### config.mk
export PLATFORM = sky130hd
export DESIGN_NAME = ahb_slaveport_arbiter
export DESIGN_NICKNAME = d
export VERILOG_FILES = /design/src/rtl/ahb_slaveport_arbiter_pkg.sv /design/src/rtl/ahb_slaveport_arbiter_picker.sv /design/src/rtl/ahb_slaveport_arbiter.sv
export SDC_FILE = /design/constraint.sdc
export NUM_CORES = 1
export LEC_CHECK = 0
export CAP_MARGIN = 0
export CORE_AREA = 2 2 214 216
export CTS_CLUSTER_DIAMETER = 80
export DETAILED_ROUTE_END_ITERATION = 12
export DIE_AREA = 0 0 216 218
export MAX_ROUTING_LAYER = met4
export SYNTH_ARGS = -nofsm -noshare
export SYNTH_HDL_FRONTEND = slang
export SYNTH_SLANG_ARGS = --single-unit
### constraint.sdc
create_clock -name HCLK -period 5.3 [get_ports HCLK]
set_input_delay 0.53 -clock HCLK [delete_from_list [all_inputs] [get_ports HCLK]]
set_output_delay 0.53 -clock HCLK [all_outputs]
set_load 0.03 [all_outputs]
### src/rtl/ahb_slaveport_arbiter_pkg.sv
// AHB-Lite transfer/burst encodings shared by the slaveport arbiter.
// burst_beats() gives the number of beats a NONSEQ burst holds the grant.
package ahb_pkg;

    typedef enum logic [1:0] {
        IDLE   = 2'b00,
        BUSY   = 2'b01,
        NONSEQ = 2'b10,
        SEQ    = 2'b11
    } htrans_e;

    typedef enum logic [2:0] {
        SINGLE = 3'b000,
        INCR   = 3'b001,
        WRAP4  = 3'b010,
        INCR4  = 3'b011,
        WRAP8  = 3'b100,
        INCR8  = 3'b101,
        WRAP16 = 3'b110,
        INCR16 = 3'b111
    } hburst_e;

    function automatic int unsigned burst_beats(
        input logic [2:0]  hburst,
        input int unsigned max_hold
    );
        int unsigned n;
        case (hburst)
            SINGLE:        n = 1;
            INCR:          n = max_hold;
            WRAP4, INCR4:  n = 4;
            WRAP8, INCR8:  n = 8;
            default:       n = 16;
        endcase
        return n;
    endfunction

endpackage

### src/rtl/ahb_slaveport_arbiter_picker.sv
// One-hot request picker: fixed priority (index 0 first) or
// round robin starting at the pointer.
module ahb_arb_picker
    import ahb_pkg::*;
#(
    parameter int MASTER   = 4,
    parameter int ARB_MODE = 1,
    parameter int PW       = 2
) (
    input  logic [MASTER-1:0] req_i,
    input  logic [PW-1:0]     ptr_i,
    output logic [MASTER-1:0] gnt_next_o
);

    logic [PW-1:0] idx;
    logic          found;

    // Scan masters in priority order and take the first requester
    always_comb begin
        gnt_next_o = '0;
        found      = 1'b0;
        idx        = '0;
        for (int k = 0; k < MASTER; k++) begin
            idx = (ARB_MODE == 0) ? PW'(k)
                : PW'((int'(ptr_i) + k) % MASTER);
            if (!found && req_i[idx]) begin
                gnt_next_o[idx] = 1'b1;
                found           = 1'b1;
            end
        end
    end

endmodule

### src/rtl/ahb_slaveport_arbiter.sv
// Per-slave AHB-Lite arbiter/mux with burst and lock hold,
// and separate address-phase and data-phase owners.
module ahb_slaveport_arbiter
    import ahb_pkg::*;
#(
    parameter int MASTER      = 4,
    parameter int HADDR_WIDTH = 32,
    parameter int HDATA_WIDTH = 32,
    parameter int ARB_MODE    = 1,
    parameter int MAX_HOLD    = 16
) (
    input  logic                          HCLK,
    input  logic                          HRESETn,
    input  logic [MASTER-1:0]             mst_HSEL_i,
    input  logic [2*MASTER-1:0]           mst_HTRANS_i,
    input  logic [3*MASTER-1:0]           mst_HBURST_i,
    input  logic [3*MASTER-1:0]           mst_HSIZE_i,
    input  logic [MASTER-1:0]             mst_HWRITE_i,
    input  logic [MASTER*HADDR_WIDTH-1:0] mst_HADDR_i,
    input  logic [MASTER*HDATA_WIDTH-1:0] mst_HWDATA_i,
    input  logic [MASTER-1:0]             mst_HMASTLOCK_i,
    output logic [MASTER-1:0]             mst_HREADYOUT_o,
    output logic [MASTER*HDATA_WIDTH-1:0] mst_HRDATA_o,
    output logic [MASTER-1:0]             mst_HRESP_o,
    output logic [MASTER-1:0]             mst_grant_o,
    output logic                          slv_HSEL_o,
    output logic [1:0]                    slv_HTRANS_o,
    output logic [2:0]                    slv_HBURST_o,
    output logic [2:0]                    slv_HSIZE_o,
    output logic                          slv_HWRITE_o,
    output logic [HADDR_WIDTH-1:0]        slv_HADDR_o,
    output logic [HDATA_WIDTH-1:0]        slv_HWDATA_o,
    output logic                          slv_HMASTLOCK_o,
    output logic                          slv_HREADY_o,
    input  logic                          slv_HREADYOUT_i,
    input  logic [HDATA_WIDTH-1:0]        slv_HRDATA_i,
    input  logic                          slv_HRESP_i
);

    localparam int PW   = (MASTER > 1) ? $clog2(MASTER) : 1;
    localparam int HMAX = (MAX_HOLD > 16) ? MAX_HOLD : 16;
    localparam int CW   = $clog2(HMAX + 1);

    logic [MASTER-1:0]      grant_q, grant_d;
    logic [MASTER-1:0]      down_q, down_d;
    logic [PW-1:0]          ptr_q, ptr_d;
    logic [CW-1:0]          cnt_q, cnt_d, rem;
    logic                   err_q, err_d;
    logic [MASTER-1:0]      req, gnt_next;
    logic                   own_sel, own_lock, own_write;
    logic [1:0]             own_trans;
    logic [2:0]             own_burst, own_size;
    logic [HADDR_WIDTH-1:0] own_addr;
    logic [HDATA_WIDTH-1:0] dat_wdata;
    logic                   has_own, own_req, acc, rel, arb;

    // A master requests when selected with NONSEQ or SEQ
    always_comb begin
        req = '0;
        for (int i = 0; i < MASTER; i++)
            req[i] = mst_HSEL_i[i] & mst_HTRANS_i[2*i+1];
    end

    ahb_arb_picker #(
        .MASTER   (MASTER),
        .ARB_MODE (ARB_MODE),
        .PW       (PW)
    ) u_picker (
        .req_i      (req),
        .ptr_i      (ptr_q),
        .gnt_next_o (gnt_next)
    );

    // Select address-phase signals of the owner and HWDATA of the data owner
    always_comb begin
        own_sel   = 1'b0;
        own_lock  = 1'b0;
        own_write = 1'b0;
        own_trans = IDLE;
        own_burst = '0;
        own_size  = '0;
        own_addr  = '0;
        dat_wdata = '0;
        for (int i = 0; i < MASTER; i++) begin
            if (grant_q[i]) begin
                own_sel   = mst_HSEL_i[i];
                own_lock  = mst_HMASTLOCK_i[i];
                own_write = mst_HWRITE_i[i];
                own_trans = mst_HTRANS_i[2*i +: 2];
                own_burst = mst_HBURST_i[3*i +: 3];
                own_size  = mst_HSIZE_i[3*i +: 3];
                own_addr  = mst_HADDR_i[i*HADDR_WIDTH +: HADDR_WIDTH];
            end
            if (down_q[i])
                dat_wdata = mst_HWDATA_i[i*HDATA_WIDTH +: HDATA_WIDTH];
        end
    end

    // Decide arbitration point and next owner, pointer and beat count
    always_comb begin
        has_own = |grant_q;
        own_req = |(grant_q & req);
        acc     = slv_HREADYOUT_i & own_req;
        if (own_trans == NONSEQ)
            rem = CW'(burst_beats(own_burst, MAX_HOLD) - 1);
        else
            rem = (cnt_q == '0) ? '0 : cnt_q - CW'(1);
        rel = ~own_sel | (own_trans == IDLE)
            | (acc & (rem == '0)) | err_q;
        arb = slv_HREADYOUT_i & (~has_own | (~own_lock & rel));

        grant_d = arb ? gnt_next : grant_q;
        ptr_d   = ptr_q;
        for (int i = 0; i < MASTER; i++)
            if (arb && gnt_next[i])
                ptr_d = (i == MASTER - 1) ? '0 : PW'(i + 1);

        err_d  = (|down_q) & slv_HRESP_i & ~slv_HREADYOUT_i;
        cnt_d  = acc ? rem : cnt_q;
        if (err_d)
            cnt_d = '0;
        down_d = slv_HREADYOUT_i ? (acc ? grant_q : '0) : down_q;
    end

    // Owner registers, pointer, beat counter and error flag
    always_ff @(posedge HCLK) begin
        if (!HRESETn) begin
            grant_q <= '0;
            down_q  <= '0;
            ptr_q   <= '0;
            cnt_q   <= '0;
            err_q   <= 1'b0;
        end else begin
            grant_q <= grant_d;
            down_q  <= down_d;
            ptr_q   <= ptr_d;
            cnt_q   <= cnt_d;
            err_q   <= err_d;
        end
    end

    // Drive the slave side from the address owner
    always_comb begin
        mst_grant_o     = grant_q;
        slv_HSEL_o      = own_req;
        slv_HTRANS_o    = own_req ? own_trans : IDLE;
        slv_HBURST_o    = own_burst;
        slv_HSIZE_o     = own_size;
        slv_HWRITE_o    = own_write;
        slv_HADDR_o     = own_addr;
        slv_HWDATA_o    = dat_wdata;
        slv_HMASTLOCK_o = own_lock;
        slv_HREADY_o    = slv_HREADYOUT_i;
    end

    // Route responses to the data owner; stall waiting requesters
    always_comb begin
        mst_HREADYOUT_o = '1;
        mst_HRESP_o     = '0;
        mst_HRDATA_o    = '0;
        for (int i = 0; i < MASTER; i++) begin
            if (down_q[i]) begin
                mst_HREADYOUT_o[i] = slv_HREADYOUT_i;
                mst_HRESP_o[i]     = slv_HRESP_i;
                mst_HRDATA_o[i*HDATA_WIDTH +: HDATA_WIDTH] = slv_HRDATA_i;
            end else if (grant_q[i]) begin
                mst_HREADYOUT_o[i] = slv_HREADYOUT_i;
            end else if (req[i]) begin
                mst_HREADYOUT_o[i] = 1'b0;
            end
        end
    end

endmodule

==> summary.md, run 1 <==
| Metric | Value |
|---|---|
| Die ar. | 0.04709 mm^2 |
| Filler Cell Count | 5025 |
| Syn Nets | 1080 |
| Fin. Hold Viols | 0 |
| Post-DR vias/cell | 3.939 |
| Gr usage total | 12.59% |
| M1 WL | 12840 um |
| #FFs+latches synth | 16 |
| Post-synth EDFFs | 0 |
| Global route overflow | 0 |
| Top_reg_cell synth | dfxtp_1 |
| Final Cycle Share | 67.80% |
| NumNets Final | 1577 |
| Initial drt markers | 391 |
| Latest clock arrival within the worst-skew pair | 0.25 ns |
| Final std cells w/o fill | 1834 |
| CP Launch Type | flip-flop |
| Final min period | 3.593 ns |
| Commonest non-fill, non-tap cell in the layout | clkdlybuf4s50_1 |
| CP startpoint | down_q[1]$_SDFFE_PN0P_ |
| GPL Wtd Cong | 0.8550 |
| Pre-CTS setup slack | 1.917 ns |
| Synth Instances | 736 |
| Pwr Density | 285.4 mW/mm^2 |
| Number of port buffers | 551 |
| Register area share after synthesis | 7.331% |
| Netlist Area Pre-Place | 0.004369 mm^2 |
| Max Cap Viol | 0 |
| Placed cells | 1828 |
| Total negative setup slack | 0 ns |
| Synth area leaders | and2_1 (20%), a22oi_1 (12%), a21oi_1 (9.4%) |
| Max_slew headroom | 36.43% |
| Total number of vias | 7225 |
| Maximum VDD drop | 0.1635 mV |
| Vias in the first global route | 7035 |
| Max Slew Vio Count | 0 |
| Number of detailed-route iterations in the first pass | 5 |
| Post-CTS Setup Bufs | 0 |
| Clock root buffer | clkbuf_16 |
| Unrepaired setup endpoints after global routing | false |
| CP max FO | 17 |
| Top-area cell type share of the netlist area | 19.62% |
| Share of cells above drive strength 1 | 3.166% |
| Critical R2R Launch | mst_grant_o[2]$_SDFFE_PN0N_ |
| Routed len/inst | 17.19 um |
| Top Metal Used | met4 |
| Core ar. | 0.04489 mm^2 |
| Die height | 218 um |
| Clock slew at reported path FFs | 0.05 ns |
| Final Skew | 0.0009961 ns |
| Io pins | 552 |
| Required @ worst endpoint | 4.77 ns |
| Max clock buf depth | 2 |
| Met3 wire len | 2218 um |
| Crit path kind | reg2out |
| Arr. time, crit path | 3.06 ns |
| Yosys top cell by area | and2_1 |
| Actual slew at the worst max-slew pin | 0.9536 ns |
| Fmax | 278.3 MHz |
| Syn Area/Cell | 5.936 um^2 |
| Yosys Warn Count | 0 |
| Ys async rst share | 0% |
| Starting Density | 9.732% |
| Outcome | finished clean |
| Clk sinks | 16 |
| Layout area overhead | 141.3% |
| Post-synthesis cell type count | 52 |
| H-tree depth | 1 |
| Largest net degree at the start of global routing | 89 |
| Most frequent cells in the layout | clkdlybuf4s50_1 (551), and2_1 (137), nand2_1 (89) |
| Crit. End Element | output port |
| Aggregate routed wire length | 31530 um |
| First-pass GRT wire length | 43870 um |
| Antenna Nets Post-Route | 0 |
| Rows | 78 |
| CTS tree | built |
| Die span in x | 216 um |
| Num CTS Buffers | 3 |
| Total Power | 3.009 mW |
| Drt drc | 0 |
| LEAKAGE | 3.678 nW |
| Initial antenna violation count | 3 |
| Hold buffer count at cts | 0 |
| Post-cts gate resize count | 0 |
| Min-delay src | cnt_q[4]$_SDFFE_PP0P_ |
| Worst Hold Class | reg2reg |
| # setup viols final | 0 |
| Met2 wire length | 15530 um |
| Worst setup margin | 1.707 ns |
| Half-perimeter wire length after placement | 27000 um |
==> final cells by class <==
type,count,area (um^2),area share (%)
sequential,16,330.3,3.133
tap,600,750.7,7.121
antenna,2,5.005,0.04747
multi-input combinational,638,3721,35.30
timing repair buffer,563,5605,53.17
clock buffer,4,88.84,0.8426
inverter,11,41.29,0.3916
==> stage by stage <==
| step | hold WS [ns] | cell area [um^2] | utilization, % |
|---|---|---|---|
| final | 0.4850 | 10540 | 23.48 |
| after global routing | 0.5206 | 10540 | 23.48 |
| after CTS | 0.4849 | 10540 | 23.47 |
| after detailed placement | 0.4667 | 10450 | 23.27 |
| after global placement | 0.4684 | 10450 | 23.27 |
| after floorplan | 0.4435 | 4369 | - |
==> routing by layer <==
metal / up-vias / GRT usage [%]
met5: - / -
met4: 0 / 3.242
met3: 36 / 2.092
met2: 422 / 21.99
met1: 3199 / 14.98
li1: 3568 / -
==> final timing paths <==
path / slack, ns / to / depth (start not counted)
worst max-delay path: 1.71 / slv_HWDATA_o[31] / 7
worst min-delay path: 0.49 / cnt_q[4]$_SDFFE_PP0P_ / 2
worst max register to register: 2.15 / mst_grant_o[3]$_SDFFE_PN0N_ / 11
worst min register to register: 0.49 / cnt_q[4]$_SDFFE_PP0P_ / 2
==> synth_stat cells, types with 2 or more instances <==
library cell,n
a2111oi_2,2
a211o_1,2
a21oi_1,82
a221o_1,4
a221oi_1,5
a221oi_2,2
a22oi_1,71
a311oi_1,4
a31oi_1,2
and2_0,2
and2_1,137
and2_4,2
buf_1,12
buf_2,3
buf_6,2
clkbuf_1,53
dfxtp_1,16
ha_1,8
inv_1,11
mux2i_1,6
mux4_2,2
nand2_1,89
nand2b_1,7
nand3_1,11
nor2_1,84
nor2b_1,7
nor3_1,4
nor3b_1,2
o211ai_1,3
o21ai_0,72
o22ai_1,4
or3_1,5
==> flip-flops by register name, indices dropped and copies added (netlist names) <==
| signal | flops |
|---|---|
| err_q | 1 |
| ptr_q | 2 |
| cnt_q | 5 |
| mst_grant_o | 4 |
| down_q | 4 |
==> logic make-up (layout without fill, tap and decap cells) <==
kind of cell,Yosys count,count (layout),share of synthesized area [%]
mux,8,8,2.405
other cells,0,2,0
fa+ha+maj,8,8,2.291
xor+xnor,2,2,0.4010
compound gates,265,265,39.23
simple gates,355,355,40.78
buf+inv,82,578,7.560
flops,16,16,7.331
==> power breakdown <==
part | total [mW] | switching, mW | internal (mW)
Combinational | 2.64 | 1.58 | 1.06
Clock | 0.163 | 0.0488 | 0.115
Sequential | 0.208 | 0.0641 | 0.144
==> critical path, cell delays in order, from the launching register on <==
cell and delay (ns):
dfxtp_2 0.43, nor2b_2 0.58, buf_4 0.31, a22oi_1 0.09, nor2_1 0.11, a21oi_1 0.08
o21ai_0 0.42, clkdlybuf4s50_1 0.78
Note: power is estimated with default switching activity, not from simulation.
==> inputs of run 2 (changes only) <==
- clock period: 5.3 -> 3.7 ns (I/O delays scaled with it)
==> summary.md, run 2 (synthesized netlist as in run 1, its figures left out) <==
| Metric | Value |
|---|---|
| M1 WL | 12580 um (-2.0%) |
| Latest clock arrival within the worst-skew pair | 0.25 ns (about the same) |
| Largest net degree at the start of global routing | 75 (-16%) |
| Pint | 2.272 mW (+72%) |
| Io pins | 552 (unchanged) |
| Number of detailed-route iterations in the first pass | 5 (unchanged) |
| Critical path, cell by cell | buf_4 > a22oi_1 > nor2_1 > a21oi_1 > o21ai_0 > clkdlybuf4s50_1 |
| CP peak stage delay | 0.78 ns (about the same) |
| Top Metal Used | met4 |
| Total number of vias | 7364 (+1.9%) |
| Switching power total | 2.533 mW (+50%) |
| Die ar. | 0.04709 mm^2 (unchanged) |
| Routed len/inst | 17.06 um (-0.78%) |
| Max Cap Viol | 0 (unchanged) |
| H-tree depth | 1 (unchanged) |
| Aggregate routed wire length | 31500 um (about the same) |
| Hold slack | 0.4837 ns (-0.001344 ns) |
| Met3 wire len | 2220 um (about the same) |
| Reg power frac | 5.8% (-1.1 points) |
| CP Launch Type | flip-flop |
| Fin. Hold Viols | 0 (unchanged) |
| Final Skew | 0.003365 ns (+0.002369 ns) |
| Starting Density | 9.732% (unchanged) |
| Crit path max-delay family | buffers and inverters |
| Total negative setup slack | 0 ns (unchanged) |
| Max Slew Vio Count | 0 (unchanged) |
| Half-perimeter wire length after placement | 27300 um (+1.1%) |
| Post-CTS Setup Bufs | 0 (unchanged) |
| Placement-stage cell area | 0.01080 mm^2 (+3.4%) |
| Max clock buf depth | 2 (unchanged) |
| Rows | 78 (unchanged) |
| Vias in the first global route | 7065 (+0.43%) |
| Hold buffer count at cts | 0 (unchanged) |
| Combinational group share of total power | 89.2% (+1.6 points) |
| Post-DR vias/cell | 3.987 (+1.2%) |
| # setup viols final | 0 (unchanged) |
| Clock slew at reported path FFs | 0.05 ns (about the same) |
| Flip-flop and latch area | 330.3 um^2 (unchanged) |
| Drt drc | 0 (unchanged) |
| Crit path kind | reg2out |
| Most flops, register | cnt_q |
| Met2 wire length | 15950 um (+2.7%) |
| Final std cells w/o fill | 1847 (+0.71%) |
| CTS tree | built |
| Number of port buffers | 551 (unchanged) |
| Max_slew headroom | 46.39% (+10 points) |
| Gr usage total | 12.59% (about the same) |
| Worst Hold Class | reg2reg |
| Arr. time, crit path | 2.81 ns (-0.25 ns) |
| Area of the multi-input gates | 0.003721 mm^2 (unchanged) |
| Maximum VDD drop | 0.2772 mV (+70%) |
| Layout area overhead | 149.4% |
| Placed cells | 1841 (+0.71%) |
| Outcome | finished clean |
| Post-cts gate resize count | 0 (unchanged) |
| Num CTS Buffers | 3 (unchanged) |
| Die height | 218 um (unchanged) |
| Global route overflow | 0 (unchanged) |
| Unrepaired setup endpoints after global routing | false |
| Share of cells above drive strength 1 | 6.345% (+3.2 points) |
| NumNets Final | 1590 (+0.82%) |
| Die span in x | 216 um (unchanged) |
| Design area | 0.01090 mm^2 (+3.4%) |
| Most frequent cells in the layout | clkdlybuf4s50_1 (524), and2_1 (137), nand2_1 (89) |
| Initial drt markers | 290 (-26%) |
| Required @ worst endpoint | 3.33 ns (-1.44 ns) |
| Fmax | 314.4 MHz |
| Crit. End Element | output port |
| CP max FO | 41 (+24) |
| Initial antenna violation count | 5 (+2) |
| Final Cycle Share | 85.97% |
| Final min period | 3.181 ns |
| Net Sw Frac | 52.71% (-3.5 points) |
| Clock power frac | 5.0% (-0.4 points) |
| First-pass GRT wire length | 43830 um (about the same) |
| Core ar. | 0.04489 mm^2 (unchanged) |
| Pwr Density | 440.9 mW/mm^2 (+54%) |
| Filler Cell Count | 4962 (-1.3%) |
| GPL Wtd Cong | 0.8539 (-0.13%) |
| CP max-delay cell | clkdlybuf4s50_1 |
| LEAKAGE | 3.878 nW (+5.5%) |
| Actual slew at the worst max-slew pin | 0.7957 ns (-0.1578 ns) |
| Commonest non-fill, non-tap cell in the layout | clkdlybuf4s50_1 |
| Clk sinks | 16 (unchanged) |
| Worst path bufs/invs | 2 (unchanged) |
| Antenna Nets Post-Route | 0 (unchanged) |
| Largest register FFs | 5 (unchanged) |
| Clock root buffer | clkbuf_16 |
[run 2: cell types whose count changed in the layout (fill, tap and decap cells not counted), sizes merged]
cell           delta
clkdlybuf4s50    -27
buf              +40
[run 2: layout make-up]
type                    instances  area share (%)
diodes                          2         0.04592
inverters                      11          0.3789
flip-flops and latches         16           3.031
repair buffers                576           54.70
clock buffers                   4          0.8152
well taps                     600           6.889
multi-input cells             638           34.14
[run 2: per-stage QoR]
| stage | setup WS [ns] | utilization [%] | total power, mW |
|---|---|---|---|
| 2_1_floorplan | 0.5000 | - | 2.403 |
| 3_3_place_gp | 0.7119 | 24.07 | 4.606 |
| 3_5_place_dp | 0.6877 | 24.07 | 4.636 |
| 4_1_cts | 0.4451 | 24.26 | 4.886 |
| 5_1_grt | 0.3064 | 24.28 | 5.105 |
| 6_report | 0.5190 | 24.28 | 4.805 |
[run 2: worst paths after layout]
| path | start | to | slack (ns) | depth (start not counted) |
|---|---|---|---|---|
| max reg2reg | ptr_q[0]$_SDFFE_PP0P_ | ptr_q[0]$_SDFFE_PP0P_ | 0.56 | 9 |
| min reg2reg | cnt_q[4]$_SDFFE_PP0P_ | cnt_q[4]$_SDFFE_PP0P_ | 0.48 | 2 |
| min | cnt_q[4]$_SDFFE_PP0P_ | cnt_q[4]$_SDFFE_PP0P_ | 0.48 | 2 |
| max | down_q[1]$_SDFFE_PN0P_ | slv_HWDATA_o[2] | 0.52 | 6 |
[run 2: power groups by stage]
stage,logic [mW],registers (mW),clock network [mW]
floorplan,2.13,0.269,0
global placement,4.32,0.283,0
detailed placement,4.35,0.284,0
CTS,4.36,0.281,0.244
global route,4.57,0.289,0.247
finish,4.29,0.280,0.239
[run 2: per-layer routing]
layer  vias up  global-route usage, %
li1       3597                      -
met1      3308                  14.65
met2       427                  22.40
met3        32                  2.022
met4         0                  3.425
met5         -                      -
[run 2: worst reg2reg max path, cell delays in order, from the launching register on]
cell	delay, ns
dfxtp_1	0.62
inv_1	0.24
ha_1	0.45
or3_1	0.41
a2111oi_0	0.69
o21a_1	0.19
a211o_1	0.14
a21oi_1	0.05
o211ai_1	0.16
mux2i_1	0.08
